<file path="src/rtl/rtc_counter_if.sv">
// MMIO request bus into the RTC time base: store/load strobes, byte address
// and store data. The CPU side drives it (master); rtc_counter samples it (slave).
// A store is one cycle with wWriteEnable high and takes effect on the next rising
// edge. A load is a level on wReadEnable, and the result is combinational.
// There is no ready or stall: the block accepts every request in the cycle it appears.
interface rtc_counter_if;
  logic        wWriteEnable;
  logic        wReadEnable;
  logic [31:0] wAddress;
  logic [31:0] wWriteData;

  modport master (
    output wWriteEnable,
    output wReadEnable,
    output wAddress,
    output wWriteData
  );

  modport slave (
    input wWriteEnable,
    input wReadEnable,
    input wAddress,
    input wWriteData
  );
endinterface

</file>
<file path="src/rtl/rtc_counter.sv">
// Millisecond time base for the RTC MMIO path.
// The prescaler divides the core clock by DIV = CLOCK_FREQ/TICK_HZ (DIV >= 2).
// Each time the prescaler wraps, the 32-bit miliseconds count advances and tick
// pulses for one cycle.
// MMIO registers:
//   BASE+0 : count preset (write only)
//   BASE+4 : alarm compare
//   BASE+8 : bit0 enable, bit1 pending (write 1 to clear)
// Define RTC_ALARM_EN to build the alarm registers and alarm_irq. Without it,
// BASE+4 and BASE+8 are absent and alarm_irq is tied to 0.
module rtc_counter #(
  parameter int          CLOCK_FREQ   = 50_000_000,
  parameter int          TICK_HZ      = 1000,
  parameter logic [31:0] BASE_ADDRESS = 32'h1000_0000
) (
  input  logic        clock,
  input  logic        reset_n,
  rtc_counter_if.slave bus,
  output logic [31:0] wReadData,
  output logic [31:0] miliseconds,
  output logic        tick,
  output logic        alarm_irq
);

  localparam int DIV = CLOCK_FREQ / TICK_HZ;
  localparam int PW  = (DIV > 1) ? $clog2(DIV) : 1;
  localparam logic [PW-1:0] LAST = PW'(DIV - 1);

  logic [PW-1:0] prescaler;
  logic          sel_count;
  logic          preset;
  logic          wrap;
  logic          tick_now;
  logic [31:0]   ms_inc;

  // The address decode is an exact match on all 32 bits.
  assign sel_count = (bus.wAddress == BASE_ADDRESS);
  assign preset    = bus.wWriteEnable & sel_count;
  assign wrap      = (prescaler == LAST);
  // A preset store wins over a tick in the same cycle, and that tick is lost.
  assign tick_now  = wrap & ~preset;
  assign ms_inc    = miliseconds + 32'd1;

  // Prescaler, count and tick pulse. A preset also restarts the prescaler phase.
  always_ff @(posedge clock or negedge reset_n) begin
    if (!reset_n) begin
      prescaler   <= '0;
      miliseconds <= '0;
      tick        <= 1'b0;
    end else begin
      tick <= tick_now;
      if (preset) begin
        prescaler   <= '0;
        miliseconds <= bus.wWriteData;
      end else if (wrap) begin
        prescaler   <= '0;
        miliseconds <= ms_inc;
      end else begin
        prescaler   <= prescaler + PW'(1);
      end
    end
  end

`ifdef RTC_ALARM_EN
  logic [31:0] alarm_compare;
  logic        alarm_enable;
  logic        alarm_pending;
  logic        sel_cmp;
  logic        sel_ctrl;
  logic        alarm_match;
  logic        rd_hit;
  logic [31:0] rd_val;

  assign sel_cmp  = (bus.wAddress == BASE_ADDRESS + 32'd4);
  assign sel_ctrl = (bus.wAddress == BASE_ADDRESS + 32'd8);
  // The alarm can match only on a real increment, so a preset never raises it.
  // A compare of 0 therefore matches on the FFFFFFFF -> 0 wrap.
  assign alarm_match = tick_now & alarm_enable & (ms_inc == alarm_compare);

  // Alarm registers. When a new match and a write-1-clear land together, the match wins.
  always_ff @(posedge clock or negedge reset_n) begin
    if (!reset_n) begin
      alarm_compare <= 32'hFFFF_FFFF;
      alarm_enable  <= 1'b0;
      alarm_pending <= 1'b0;
    end else begin
      if (bus.wWriteEnable && sel_cmp) begin
        alarm_compare <= bus.wWriteData;
      end
      if (bus.wWriteEnable && sel_ctrl) begin
        alarm_enable <= bus.wWriteData[0];
      end
      if (alarm_match) begin
        alarm_pending <= 1'b1;
      end else if (bus.wWriteEnable && sel_ctrl && bus.wWriteData[1]) begin
        alarm_pending <= 1'b0;
      end
    end
  end

  assign alarm_irq = alarm_pending & alarm_enable;

  // Read mux for the alarm registers. A matched address without a load strobe returns 1.
  always_comb begin
    rd_hit = 1'b0;
    rd_val = 32'd0;
    if (sel_cmp) begin
      rd_hit = 1'b1;
      rd_val = bus.wReadEnable ? alarm_compare : 32'd1;
    end else if (sel_ctrl) begin
      rd_hit = 1'b1;
      rd_val = bus.wReadEnable ? {30'd0, alarm_pending, alarm_enable} : 32'd1;
    end
  end

  // The count register is read through the RTC read interface, so BASE+0 stays released here.
  assign wReadData = rd_hit ? rd_val : 32'hzzzz_zzzz;
`else
  // Without the alarm, nothing is readable here and the load strobe has no use.
  logic unused_read;
  assign unused_read = bus.wReadEnable;
  assign alarm_irq   = 1'b0;
  assign wReadData   = 32'hzzzz_zzzz;
`endif

endmodule
</file>
<file path="src/flat_wrapper.sv">
// flat-port wrapper written by rule: the top's interface ports become plain ports
module rtc_counter_flat 
#(
  parameter int          CLOCK_FREQ   = 50_000_000,
  parameter int          TICK_HZ      = 1000,
  parameter logic [31:0] BASE_ADDRESS = 32'h1000_0000
)
  (clock, reset_n, wReadData, miliseconds, tick, alarm_irq, bus_wWriteEnable, bus_wReadEnable, bus_wAddress, bus_wWriteData);
  rtc_counter_if bus_i ();
  input  logic clock;
  input  logic reset_n;
  output logic [31:0] wReadData;
  output logic [31:0] miliseconds;
  output logic tick;
  output logic alarm_irq;
  input wire logic [$bits(bus_i.wWriteEnable)-1:0] bus_wWriteEnable;
  input wire logic [$bits(bus_i.wReadEnable)-1:0] bus_wReadEnable;
  input wire logic [$bits(bus_i.wAddress)-1:0] bus_wAddress;
  input wire logic [$bits(bus_i.wWriteData)-1:0] bus_wWriteData;
  assign bus_i.wWriteEnable = bus_wWriteEnable;
  assign bus_i.wReadEnable = bus_wReadEnable;
  assign bus_i.wAddress = bus_wAddress;
  assign bus_i.wWriteData = bus_wWriteData;
  rtc_counter #(.CLOCK_FREQ(CLOCK_FREQ), .TICK_HZ(TICK_HZ), .BASE_ADDRESS(BASE_ADDRESS)) u_core (.clock(clock), .reset_n(reset_n), .bus(bus_i), .wReadData(wReadData), .miliseconds(miliseconds), .tick(tick), .alarm_irq(alarm_irq));
endmodule
</file>
<file path="config.mk">
export PLATFORM = sky130hd
export DESIGN_NAME = rtc_counter_flat
export DESIGN_NICKNAME = d
export VERILOG_FILES = /design/src/rtl/rtc_counter_if.sv /design/src/rtl/rtc_counter.sv /design/src/flat_wrapper.sv
export SDC_FILE = /design/constraint.sdc
export NUM_CORES = 1
export LEC_CHECK = 0
export CAP_MARGIN = 20
export CORE_UTILIZATION = 39
export DETAILED_ROUTE_END_ITERATION = 16
export GPL_ROUTABILITY_DRIVEN = 0
export HOLD_SLACK_MARGIN = 0.08
export PLACE_DENSITY_LB_ADDON = 0.2
export REMOVE_ABC_BUFFERS = 1
export SLEW_MARGIN = 20
export SYNTH_ARGS = -nofsm -noshare
export SYNTH_HDL_FRONTEND = slang
export SYNTH_SLANG_ARGS = --single-unit
</file>
<file path="constraint.sdc">
create_clock -name clock -period 2.1 [get_ports clock]
set_input_delay 0.315 -clock clock [delete_from_list [all_inputs] [get_ports clock]]
set_output_delay 0.315 -clock clock [all_outputs]
set_load 0.02 [all_outputs]
</file>
Yosys cells after proc, flatten, opt, wreduce, memory -nomap -nowiden --
Index checks and enable logic that the tools add are counted.
Storage, ports and cells: register bits 49, bits of input ports 68, output and inout bits 66
Cells by class: bitwise logic cells 3, muxes and demuxes 4, reduce and logical (&&, ||, !) cells 1, $add $sub $neg 2, equality and inequality tests 2
Operators by type and width (count):
- two-way mux 32 bit | 2
- adder 32 x 1 -> 32 bit, second input constant | 1
- equality test 32 x 29 -> 1 bit, second input constant | 1
- two-way mux 16 bit | 2
- adder 16 x 1 -> 16 bit, second input constant | 1
- equality test 16 bit, second input constant | 1
- bitwise AND 1 bit | 2
- nonzero test 2 bit | 1
- inverter 1 bit | 1

Depth between registers and ports, before layout --
Gate-level depths: netlist of the first run.
word-level depth 4, depth in mapped cells 8, gate-level depth less buffers 6

Worst setup path before layout of the first run --
OpenSTA, ideal clock, no wires.
path kind flip-flop to flip-flop, start point register u_core.prescaler[0], end point register u_core.miliseconds[27], data required time 1.979 ns, path slack -0.005 ns, data arrival time 1.984 ns, stages on the path, launching flop included 9, period minus slack after synthesis 2.105 ns, cells stage by stage dfrtp_1 ha_1 and3_1 clkbuf_1 nand3_1 or4_1 buf_2 o31a_1 o22a_1
On the way: word-level cells in the longest chain between the ends 2
Ends and longest elaborated chain:
- start: declaration | RTL line rtc_counter.sv:29 | logic [PW-1:0] prescaler;
- start signal: assignment | RTL line rtc_counter.sv:59 | prescaler <= prescaler + PW'(1);
- equality test 16 bit | RTL line rtc_counter.sv:39 | assign wrap = (prescaler == LAST);
- nonzero test 2 bit (no line)
- end signal: assignment | RTL line rtc_counter.sv:54 | miliseconds <= bus.wWriteData;
- end signal: assignment | RTL line rtc_counter.sv:57 | miliseconds <= ms_inc;
- end: declaration | RTL line rtc_counter.sv:20 | output logic [31:0] miliseconds,
Every way passes these cells. A chain may end at the register's enable or synchronous reset.

Worst setup path after layout of the first run --
start point register u_core.prescaler[0], end point register u_core.miliseconds[25]
The elaborated chain is that of the path after synthesis.

==> metrics.md, run 1 <==
| Metric | Value |
|---|---|
| Clock Pin Slew Worst Setup and Hold Paths | 0.10 ns |
| Critical Path RT | around 2.3 ns |
| Sequential fraction of the synthesis area | 39.7% |
| Setup Skew | 0.0163 ns |
| Final #Nets | 556 |
| Final-report hold violation count | 0 |
| Post-DRT Antenna Nets | 0 |
| Setup slack at placement | -0.272 ns |
| Power Density | slightly above 400 nW/um^2 |
| Mapped Area | roughly 3100 sq um |
| Post-synthesis mux area share | 0.324% |
| CTS root buffer | clkbuf_8 |
| Synth cell types | 41 |
| Failing checks | DRC |
| Crit-path max FO | 8 |
| Synthesized instance count | ~350 |
| Initial DRC count | 163 |
| Overall routed net length | 8.03 mm |
| Synth Area in XOR/XNOR | 9.64% |
| Syn Area/Cell | 8.73 sq um |
| Global-route wire length before repair | 13.4 mm |
| Die height | 91 um |
| Slew @ Worst Pin | 0.583 ns |
| Largest net degree at the start of global routing | 33 |
| 1st-pass router iterations | 12 |
| Final worst-path setup slack | 0.0695 ns |
| Leakage | 1.92 nW |
| Simple-Gate Fraction of Synth Area | between 20 and 30% |
| Max cap viols | 0 |
| Vias | 2978 |
| Arr. time, crit path | 2.26 ns |
| TritonCTS clock tree | built |
| Avg WL per Cell | 13.6 um |
| Relative slew slack | 61.2% |
| Cell area after layout | 4580 sq um |
| Max VDD drop | 0.256 mV |
| Post-DP Area | 4370 sq um |
| Main combinational cell family by area after synthesis | simple AND/OR/NAND/NOR gates |
| IO Port Bufs | 99 |
| Fin Setup TNS | 0 ns |
| Residual DRC | 1 |
| Period Utilization, post-route | 96.7% |
| Grt total ovfl | 0 |
| Die Area | 8280 sq um |
| Ratio of cells with drive above 1 in the final layout | between 10 and 15% |
| # rows | 32 |
| Io pins | 134 |
| Worst skew pair latency | 0.30 ns |
| Clock tree buffer depth | 2 |
| Crit start category | flop |
| Core area | 7690 sq um |
| Worst Path Class, Setup | flop to flop |
| Hold Path Class | input pin to async pin |
| Area growth from synthesis to layout | 48.4% |
| Yosys reg bits | 49 |
| Post-Synth Adder-Cell Area | 0.810% |
| Compound-gate portion of the synthesized area | approximately a tenth |
| Fmax | 492 MHz |
| Minimum clock period | between 2 and 2.5 ns |
| Synth Warn # | 0 |
| Flop-to-flop setup slack | 0.07 ns |
| Vias in the first global route | 2885 |
| Clock Sinks | 49 |
| Setup crit end kind | flop |
| Overall global routing resource usage | about a fifth |
| Hpwl dp | 6.10 mm |
| CTS H-tree depth | 2 |
| Starting Density | 40.2% |
| Final Max Tran Viols | 0 |
| Via-to-Cell Ratio | ~5.1 |
| Cts bufs inserted | 5 |
| Die Width | 91 um |
| Outcome | finished with violations |
| # diodes | 0 |
| Initial antenna violation count | 0 |
| Setup Viol. Count Final | 0 |
routing by layer:
layer  up-vias  GRT usage, %  share of wire, %
li1       1455             -                 -
met1      1405          25.5                44
met4         0          3.70              0.55
met5         -             0                 0
met2       112          34.6                50
met3         6          4.02               5.9
area by class of cell:
class	count	area [sq um]
repair buffers	143	1380
flip-flops and latches	49	1230
clock inverters	1	30.0
inverters	6	22.5
multi-input cells	281	1710
fillers	706	3100
well taps	102	128
clock buffers	7	86.3
kinds of logic after synthesis:
kind of cell,count (synthesis)
AND/OR/NAND/NOR,160
buffers and inverters,56
AO/OA/AOI/OAI,51
flip-flops,49
XOR/XNOR,34
adder cells (fa/ha/maj),2
other,1
multiplexers,1
repair_timing:
action / CTS / global route
hold buffers: 1 / 0
pin swaps: 0 / 8
buffers inserted: 0 / 3
endpoints found under the setup margin: 2 / 22
resized for setup: 1 / 11
endpoints found under the hold margin: 22 / 0
per-stage QoR:
stage / cells / utilization (%) / hold slack [ns] / total power, mW
floorplan: 336 / - / 0.0194 / 1.02
CTS: 586 / 58.6 / 0.554 / 1.87
finish: 589 / 59.6 / 0.541 / 1.86
global route: 589 / 59.6 / 0.576 / 1.93
global placement: 577 / 56.9 / 0.350 / 1.17
detailed placement: 577 / 56.9 / 0.346 / 1.17
worst max-delay path, stage by stage, from the launching register on:
cell and delay, ns:
dfrtp_1 0.41, ha_4 0.16, and3_4 0.19, nand3_2 0.10, or4_4 0.59, o41a_1 0.38, a21oi_1 0.14
registers in the layout, indices dropped and copies added (netlist names):
name and count:
u_core.miliseconds 32, u_core.tick 1, u_core.prescaler 16
cell usage in the layout (no fill, tap or decap), types with 3 or more instances in the layout:
cell type        count
a21oi_1              9
a31oi_1              4
and3_1               7
and4_1               6
buf_12               5
buf_4               38
clkbuf_8             6
clkdlybuf4s50_1     98
conb_1              33
dfrtp_1             49
inv_1                6
nand2_1             37
nand3_1             11
nand4_1             13
nor2_1              37
nor3_1               8
nor4_1              14
o21ai_0             21
o22a_1               3
o31a_1               3
o31ai_1              5
or3_1                3
or4_1                4
xnor2_1             27
xor2_1               7
Yosys cell counts:
cell type  instances  area share [%]
dfrtp_1           49              40
nand2_1           38             4.6
nor2_1            37             4.5
buf_4             35             8.5
xnor2_1           27             7.7
o21ai_0           21             3.4
nor4_1            15             3.0
clkbuf_1          13             1.6
nand3_1           13             2.1
nand4_1           13             2.6
a21oi_1            9             1.5
and3_1             8             1.6
nor3_1             8             1.3
xor2_1             7             2.0
and4_1             6             1.7
inv_1              6            0.73
or4_1              6             1.5
o31ai_1            5             1.2
a31oi_1            4            0.81
or3_1              4            0.81
o22a_1             3            0.85
o31a_1             3            0.85
ha_1               2            0.81
nand3b_1           2            0.49
nor4b_1            2            0.57
nor4b_4            2             1.5
o21a_1             2            0.49
a31o_2             1            0.28
a41oi_1            1            0.28
and2_1             1            0.20
and4b_1            1            0.32
buf_1              1            0.12
buf_2              1            0.16
conb_1             1            0.12
mux2i_1            1            0.32
nand4_2            1            0.40
nand4b_1           1            0.28
nor3b_1            1            0.24
o41a_1             1            0.36
o41ai_1            1            0.28
or2_2              1            0.20
where the power goes:
group          internal, mW  switching (mW)  leakage [nW]
sequential            0.943     0.000000312         0.498
clock                 0.389           0.317        0.0585
combinational         0.115          0.0942          1.36
total                  1.45           0.411          1.92
final timing paths:
path,start,end,cells past startpoint
max,u_core.prescaler[0]$_DFF_PN0_,u_core.miliseconds[25]$_DFFE_PN0P_,6
min reg2reg,u_core.miliseconds[31]$_DFFE_PN0P_,u_core.miliseconds[31]$_DFFE_PN0P_,2
max reg2reg,u_core.prescaler[0]$_DFF_PN0_,u_core.miliseconds[25]$_DFFE_PN0P_,6
max in group asynchronous,reset_n,u_core.tick$_DFF_PN0_,3
min,reset_n,u_core.miliseconds[23]$_DFFE_PN0P_,2
min in group clock,bus_wWriteData[2],u_core.miliseconds[2]$_DFFE_PN0P_,3
Power figures use the tool's default switching activity.
==> run 2: changes to the inputs <==
--- a/config.mk
+++ b/config.mk
@@ -5,7 +5,6 @@
 export SDC_FILE = /design/constraint.sdc
 export NUM_CORES = 1
 export LEC_CHECK = 0
-export CAP_MARGIN = 20
 export CORE_UTILIZATION = 39
 export DETAILED_ROUTE_END_ITERATION = 16
 export GPL_ROUTABILITY_DRIVEN = 0
==> results of run 2 <==
No change in the layout: final DEF, timing and power equal those of run 1.
==> run 3: changes to the inputs <==
--- a/config.mk
+++ b/config.mk
@@ -8,7 +8,7 @@
 export CORE_UTILIZATION = 39
 export DETAILED_ROUTE_END_ITERATION = 16
 export GPL_ROUTABILITY_DRIVEN = 0
-export HOLD_SLACK_MARGIN = 0.08
+export HOLD_SLACK_MARGIN = 0.15
 export PLACE_DENSITY_LB_ADDON = 0.2
 export REMOVE_ABC_BUFFERS = 1
 export SLEW_MARGIN = 20
==> results of run 3 <==
No change in the layout: final DEF, timing and power equal those of run 1.
